<file path="src/rtl/core_ctrl_pkg.sv">
// Shared definitions for the core run/halt/step sequencer:
// state encodings and the stall counter saturation value.
package core_ctrl_pkg;

   typedef enum logic [1:0] {
      HALT  = 2'd0,
      RUN   = 2'd1,
      STEP  = 2'd2,
      STALL = 2'd3
   } run_state_t;

   localparam logic [15:0] STALL_CNT_MAX = 16'hFFFF;

endpackage

</file>
<file path="src/rtl/core_tick_gen.sv">
// Free-running modulo-DIV_RATIO divider. The registered tick output is
// high during the cycle in which the count equals DIV_RATIO-1.
module core_tick_gen #(
   parameter int DIV_RATIO = 9
) (
   input  logic clk,
   input  logic n_rst,
   output logic tick
);

   localparam logic [7:0] LAST     = 8'(DIV_RATIO - 1);
   localparam logic [7:0] PRE_LAST = 8'(DIV_RATIO - 2);

   logic [7:0] count_reg;
   logic       tick_reg;

   // Count wraps at DIV_RATIO-1; tick is registered one count early so it
   // lines up with the terminal count.
   always_ff @(posedge clk) begin
      if (!n_rst) begin
         count_reg <= 8'd0;
         tick_reg  <= 1'b0;
      end else begin
         count_reg <= (count_reg == LAST) ? 8'd0 : count_reg + 8'd1;
         tick_reg  <= (count_reg == PRE_LAST);
      end
   end

   assign tick = tick_reg;

endmodule

</file>
<file path="src/rtl/core_run_ctrl.sv">
// Run/halt/single-step sequencer for the core. Issues one-cycle core
// enables on divider ticks, withholds them when the writeback buffer is
// near full, and produces the buffer push strobe one cycle after core_en.
// Optional feature macro: CORE_RUN_CTRL_STALL_CNT_EN (stall tick counter).
module core_run_ctrl
   import core_ctrl_pkg::*;
#(
   parameter int DIV_RATIO   = 9,
   parameter int OCC_W       = 6,
   parameter int FULL_THRESH = 30
) (
   input  logic             clk,
   input  logic             n_rst,
   input  logic             run_req,
   input  logic             halt_req,
   input  logic             step_req,
   input  logic [OCC_W-1:0] buffer_occ,
   input  logic             wb_valid,
   output logic             core_en,
   output logic             buf_push,
   output logic [1:0]       state_out,
   output logic [15:0]      stall_cnt
);

   localparam logic [OCC_W-1:0] THRESH = OCC_W'(FULL_THRESH);

   logic       tick;
   logic       occ_full;
   run_state_t state_reg;
   run_state_t state_next;
   run_state_t req_state;
   logic       core_en_reg;
   logic       core_en_next;
   logic       buf_push_reg;
   logic       stall_inc;

   core_tick_gen #(
      .DIV_RATIO (DIV_RATIO)
   ) u_tick_gen (
      .clk   (clk),
      .n_rst (n_rst),
      .tick  (tick)
   );

   assign occ_full = (buffer_occ >= THRESH);

   // Resolve requests first, then apply the tick action to the resolved state.
   always_comb begin
      req_state    = state_reg;
      state_next   = state_reg;
      core_en_next = 1'b0;
      stall_inc    = 1'b0;

      case (state_reg)
         HALT: begin
            if (halt_req)      req_state = HALT;
            else if (step_req) req_state = STEP;
            else if (run_req)  req_state = RUN;
         end
         RUN, STEP, STALL: begin
            if (halt_req) req_state = HALT;
         end
         default: req_state = HALT;
      endcase

      state_next = req_state;
      if (tick) begin
         case (req_state)
            RUN: begin
               if (occ_full) begin
                  state_next = STALL;
                  stall_inc  = 1'b1;
               end else begin
                  core_en_next = 1'b1;
               end
            end
            STEP: begin
               if (occ_full) begin
                  stall_inc = 1'b1;
               end else begin
                  core_en_next = 1'b1;
                  state_next   = HALT;
               end
            end
            STALL: begin
               if (occ_full) begin
                  stall_inc = 1'b1;
               end else begin
                  core_en_next = 1'b1;
                  state_next   = RUN;
               end
            end
            default: ;
         endcase
      end
   end

   // State, core enable and the push pipeline stage; reset drops any pending push.
   always_ff @(posedge clk) begin
      if (!n_rst) begin
         state_reg    <= HALT;
         core_en_reg  <= 1'b0;
         buf_push_reg <= 1'b0;
      end else begin
         state_reg    <= state_next;
         core_en_reg  <= core_en_next;
         buf_push_reg <= core_en_reg & wb_valid;
      end
   end

`ifdef CORE_RUN_CTRL_STALL_CNT_EN
   logic [15:0] stall_cnt_reg;

   // Saturating count of ticks withheld because of buffer backpressure.
   always_ff @(posedge clk) begin
      if (!n_rst) begin
         stall_cnt_reg <= 16'd0;
      end else if (stall_inc && (stall_cnt_reg != STALL_CNT_MAX)) begin
         stall_cnt_reg <= stall_cnt_reg + 16'd1;
      end
   end

   assign stall_cnt = stall_cnt_reg;
`else
   logic stall_inc_unused;
   assign stall_inc_unused = stall_inc;
   assign stall_cnt        = 16'h0000;
`endif

   assign core_en   = core_en_reg;
   assign buf_push  = buf_push_reg;
   assign state_out = state_reg;

endmodule

</file>
<file path="config.mk">
export PLATFORM = sky130hd
export DESIGN_NAME = core_run_ctrl
export DESIGN_NICKNAME = d
export VERILOG_FILES = /design/src/rtl/core_ctrl_pkg.sv /design/src/rtl/core_tick_gen.sv /design/src/rtl/core_run_ctrl.sv
export SDC_FILE = /design/constraint.sdc
export NUM_CORES = 1
export LEC_CHECK = 0
export ABC_AREA = 1
export BUFFER_PORTS_ARGS = -buffer_cell sky130_fd_sc_hd__buf_2
export CAP_MARGIN = 40
export CORE_MARGIN = 3
export CORE_UTILIZATION = 48
export DETAILED_ROUTE_END_ITERATION = 7
export GPL_TIMING_DRIVEN = 0
export HOLD_SLACK_MARGIN = 0.12
export PLACE_DENSITY = 0.79
export REMOVE_ABC_BUFFERS = 1
export SLEW_MARGIN = 0
export SYNTH_ARGS = -nofsm -noshare
export SYNTH_HDL_FRONTEND = slang
export SYNTH_SLANG_ARGS = --single-unit
</file>
<file path="constraint.sdc">
create_clock -name clk -period 2.7 [get_ports clk]
set_clock_uncertainty 0.15 [all_clocks]
set_input_delay 0.405 -clock clk [delete_from_list [all_inputs] [get_ports clk]]
set_output_delay 0.405 -clock clk [all_outputs]
set_load 0.01 [all_outputs]
</file>
==> qor.txt <==
# port buffers - 14
hold buffers post-CTS - 0
Remaining Overflow, GRT - 0
top-level port count - 32
Finished Cell Area - 778 um2
CP top delay family - flip-flops
max reg flops - 8
PwrDens - 464 nW/um2
RSZ-0062 raised after global routing - no
Worst Setup Slack, final - 1.29 ns
Core Util, Final - 0.570
max-slew violations - 0
vias in the first global route - 496
sw frac - 0.257
Psw - 0.0000927 W
synth warn - 0
Antenna Violating Nets Remaining - 0
max_cap viols - 0
die width - 44.9 um
via/cell ratio - 4.30
combinational power share - 0.116
Hold Fails Final Rpt - 0
Starting Density - 0.532
CTS tree - yes
CTS Buffer Depth - 2
final setup fails - 0
Synth area leader - dfxtp_1
commonest non-fill, non-tap cell in the layout - nand2_1
cts repair resizes - 0
DRC - 0
total number of vias - 576
initial antenna violation count - 0
drt pass-1 iters - 3
Leakage Power - 0.379 nW
n_diodes - 0
most frequent cells in the layout - nand2_1 (25), nor2_1 (17), conb_1 (16)
sequential power share - 0.557
min-delay worst type - input port to register
Req. time, crit path - 2.72 ns
worst path cell trace - inv_1, ha_1, nand3_1, o21ai_4, nor2_1
Final period util - 0.523
slowest CP cell - dfxtp_1
Cell variety after synth - 18
clock share of power - 0.327
layout cell share with drive strength beyond 1 - 0.176
register area share after synthesis - 0.358
Setup CP Type - register to register
R2R Setup Slk - 1.29 ns
area fraction of the dominant cell type after synthesis - 0.358
first-pass GRT wire length - 1870 um
die area - 2020 um2
internal power - 0.000268 W
Die H - 44.9 um
Seq cells post-synth - 13
largest net degree at the start of global routing - 8
RePlAce Congestion - 0.792
synth top area cells - dfxtp_1 (36%), buf_4 (17%), nand2_1 (13%), nor2_1 (8.8%), inv_1 (6.7%)
WL per Instance - 8.39 um
fin crit period - 1.41 ns
run status - finished clean
Buffers & Inverters on Critical Path - 1
Synth Cell Area - 727 um2
Setup crit start kind - register
Total Wirelength - 1120 um
H-Tree Depth - 1
Cells after Synth - 102
Sink Count - 13
P&R area growth vs syn - 7.06%
Crit path arrival time - 1.43 ns
TritonCTS Buffers - 3
Crit path largest cell delay - 0.35 ns
setup TNS - 0 ns
CTS root buf - clkbuf_4
DP HPWL - 909 um
Post-Place Setup Slack - 1.28 ns
Crit Path Max Fanout - 7
Placement Cell Area - 752 um2
Core Footprint - 1370 um2
Peak supply drop - 0.325 mV
GRT Util Overall - 0.130
Clk Latency, worst-skew pair - 0.28 ns
num rows - 13
Iteration-0 DRC Markers - 5
postcts setup bufs - 0
nets - 134
Reg clk slew, reported paths - 0.08 ns
fmax - 708 MHz
Fill cells - 144
endpoint class of the critical path - register
syn avg cell area - 7.13 um2
[per-layer routing]
layer / global-route usage / routed length [um] / vias to the layer above
met5: 0 / 0 / -
li1: - / - / 307
met3: 0.0478 / 135 / 4
met1: 0.130 / 445 / 239
met2: 0.232 / 526 / 26
met4: 0.0702 / 17 / 0
[cells by family (layout without fill, tap and decap cells)]
kind of cell    Yosys count  count (layout)  synth area share
xor+xnor                  3               3            0.0362
fa+ha+maj                 2               2            0.0344
other cells               1              16           0.00516
buf+inv                  29              31             0.232
simple gates             50              50             0.286
compound gates            4               4            0.0482
flops                    13              13             0.358
[cells in the mapped netlist, drive strengths merged]
master  instances
a21oi           2
buf            16
conb            1
dfxtp          13
ha              2
inv            13
nand2          26
nand3           4
nand4           1
nor2           18
nor4            1
o21ai           2
xnor2           2
xor2            1
[per-stage QoR]
| stage | power (W) | cells | hold WS, ns |
|---|---|---|---|
| floorplan | 0.000234 | 101 | 0.291 |
| global placement | 0.000246 | 130 | 0.277 |
| detailed placement | 0.000247 | 130 | 0.279 |
| CTS | 0.000369 | 134 | 0.186 |
| global route | 0.000381 | 134 | 0.189 |
| finish | 0.000361 | 134 | 0.196 |
[final timing paths]
kind                                           start                            endpoint  cells past startpoint
setup / recovery  u_tick_gen.count_reg[0]$_SDFF_PP0_  u_tick_gen.count_reg[0]$_SDFF_PP0_                      5
hold / removal                              wb_valid                 buf_push$_SDFF_PN0_                      3
setup reg to reg  u_tick_gen.count_reg[0]$_SDFF_PP0_  u_tick_gen.count_reg[0]$_SDFF_PP0_                      5
hold reg to reg                   core_en$_SDFF_PN0_                 buf_push$_SDFF_PN0_                      2
[tightest hold or removal path, delay by kind of cell]
| kind | cells | cell delay, ns |
|---|---|---|
| buf+inv | 1 | 0.10 |
| simple gates | 2 | 0.08 |
[power groups by stage]
stage	Combinational [W]	Sequential (W)	Clock (W)
after global placement	0.0000402	0.000206	0
after global routing	0.0000483	0.000202	0.000131
after floorplan	0.0000286	0.000206	0
after CTS	0.0000420	0.000201	0.000126
after detailed placement	0.0000416	0.000206	0
final	0.0000420	0.000201	0.000118
[layout make-up]
type                            instances  area [um2]  area share
Multi-Input combinational cell         75         354       0.455
Sequential cell                        13         260       0.334
Timing Repair Buffer                   14        70.1      0.0900
Inverter                               13        48.8      0.0627
Clock buffer                            4        26.3      0.0338
Tap cell                               15        18.8      0.0241
Power figures use the tool's default switching activity.
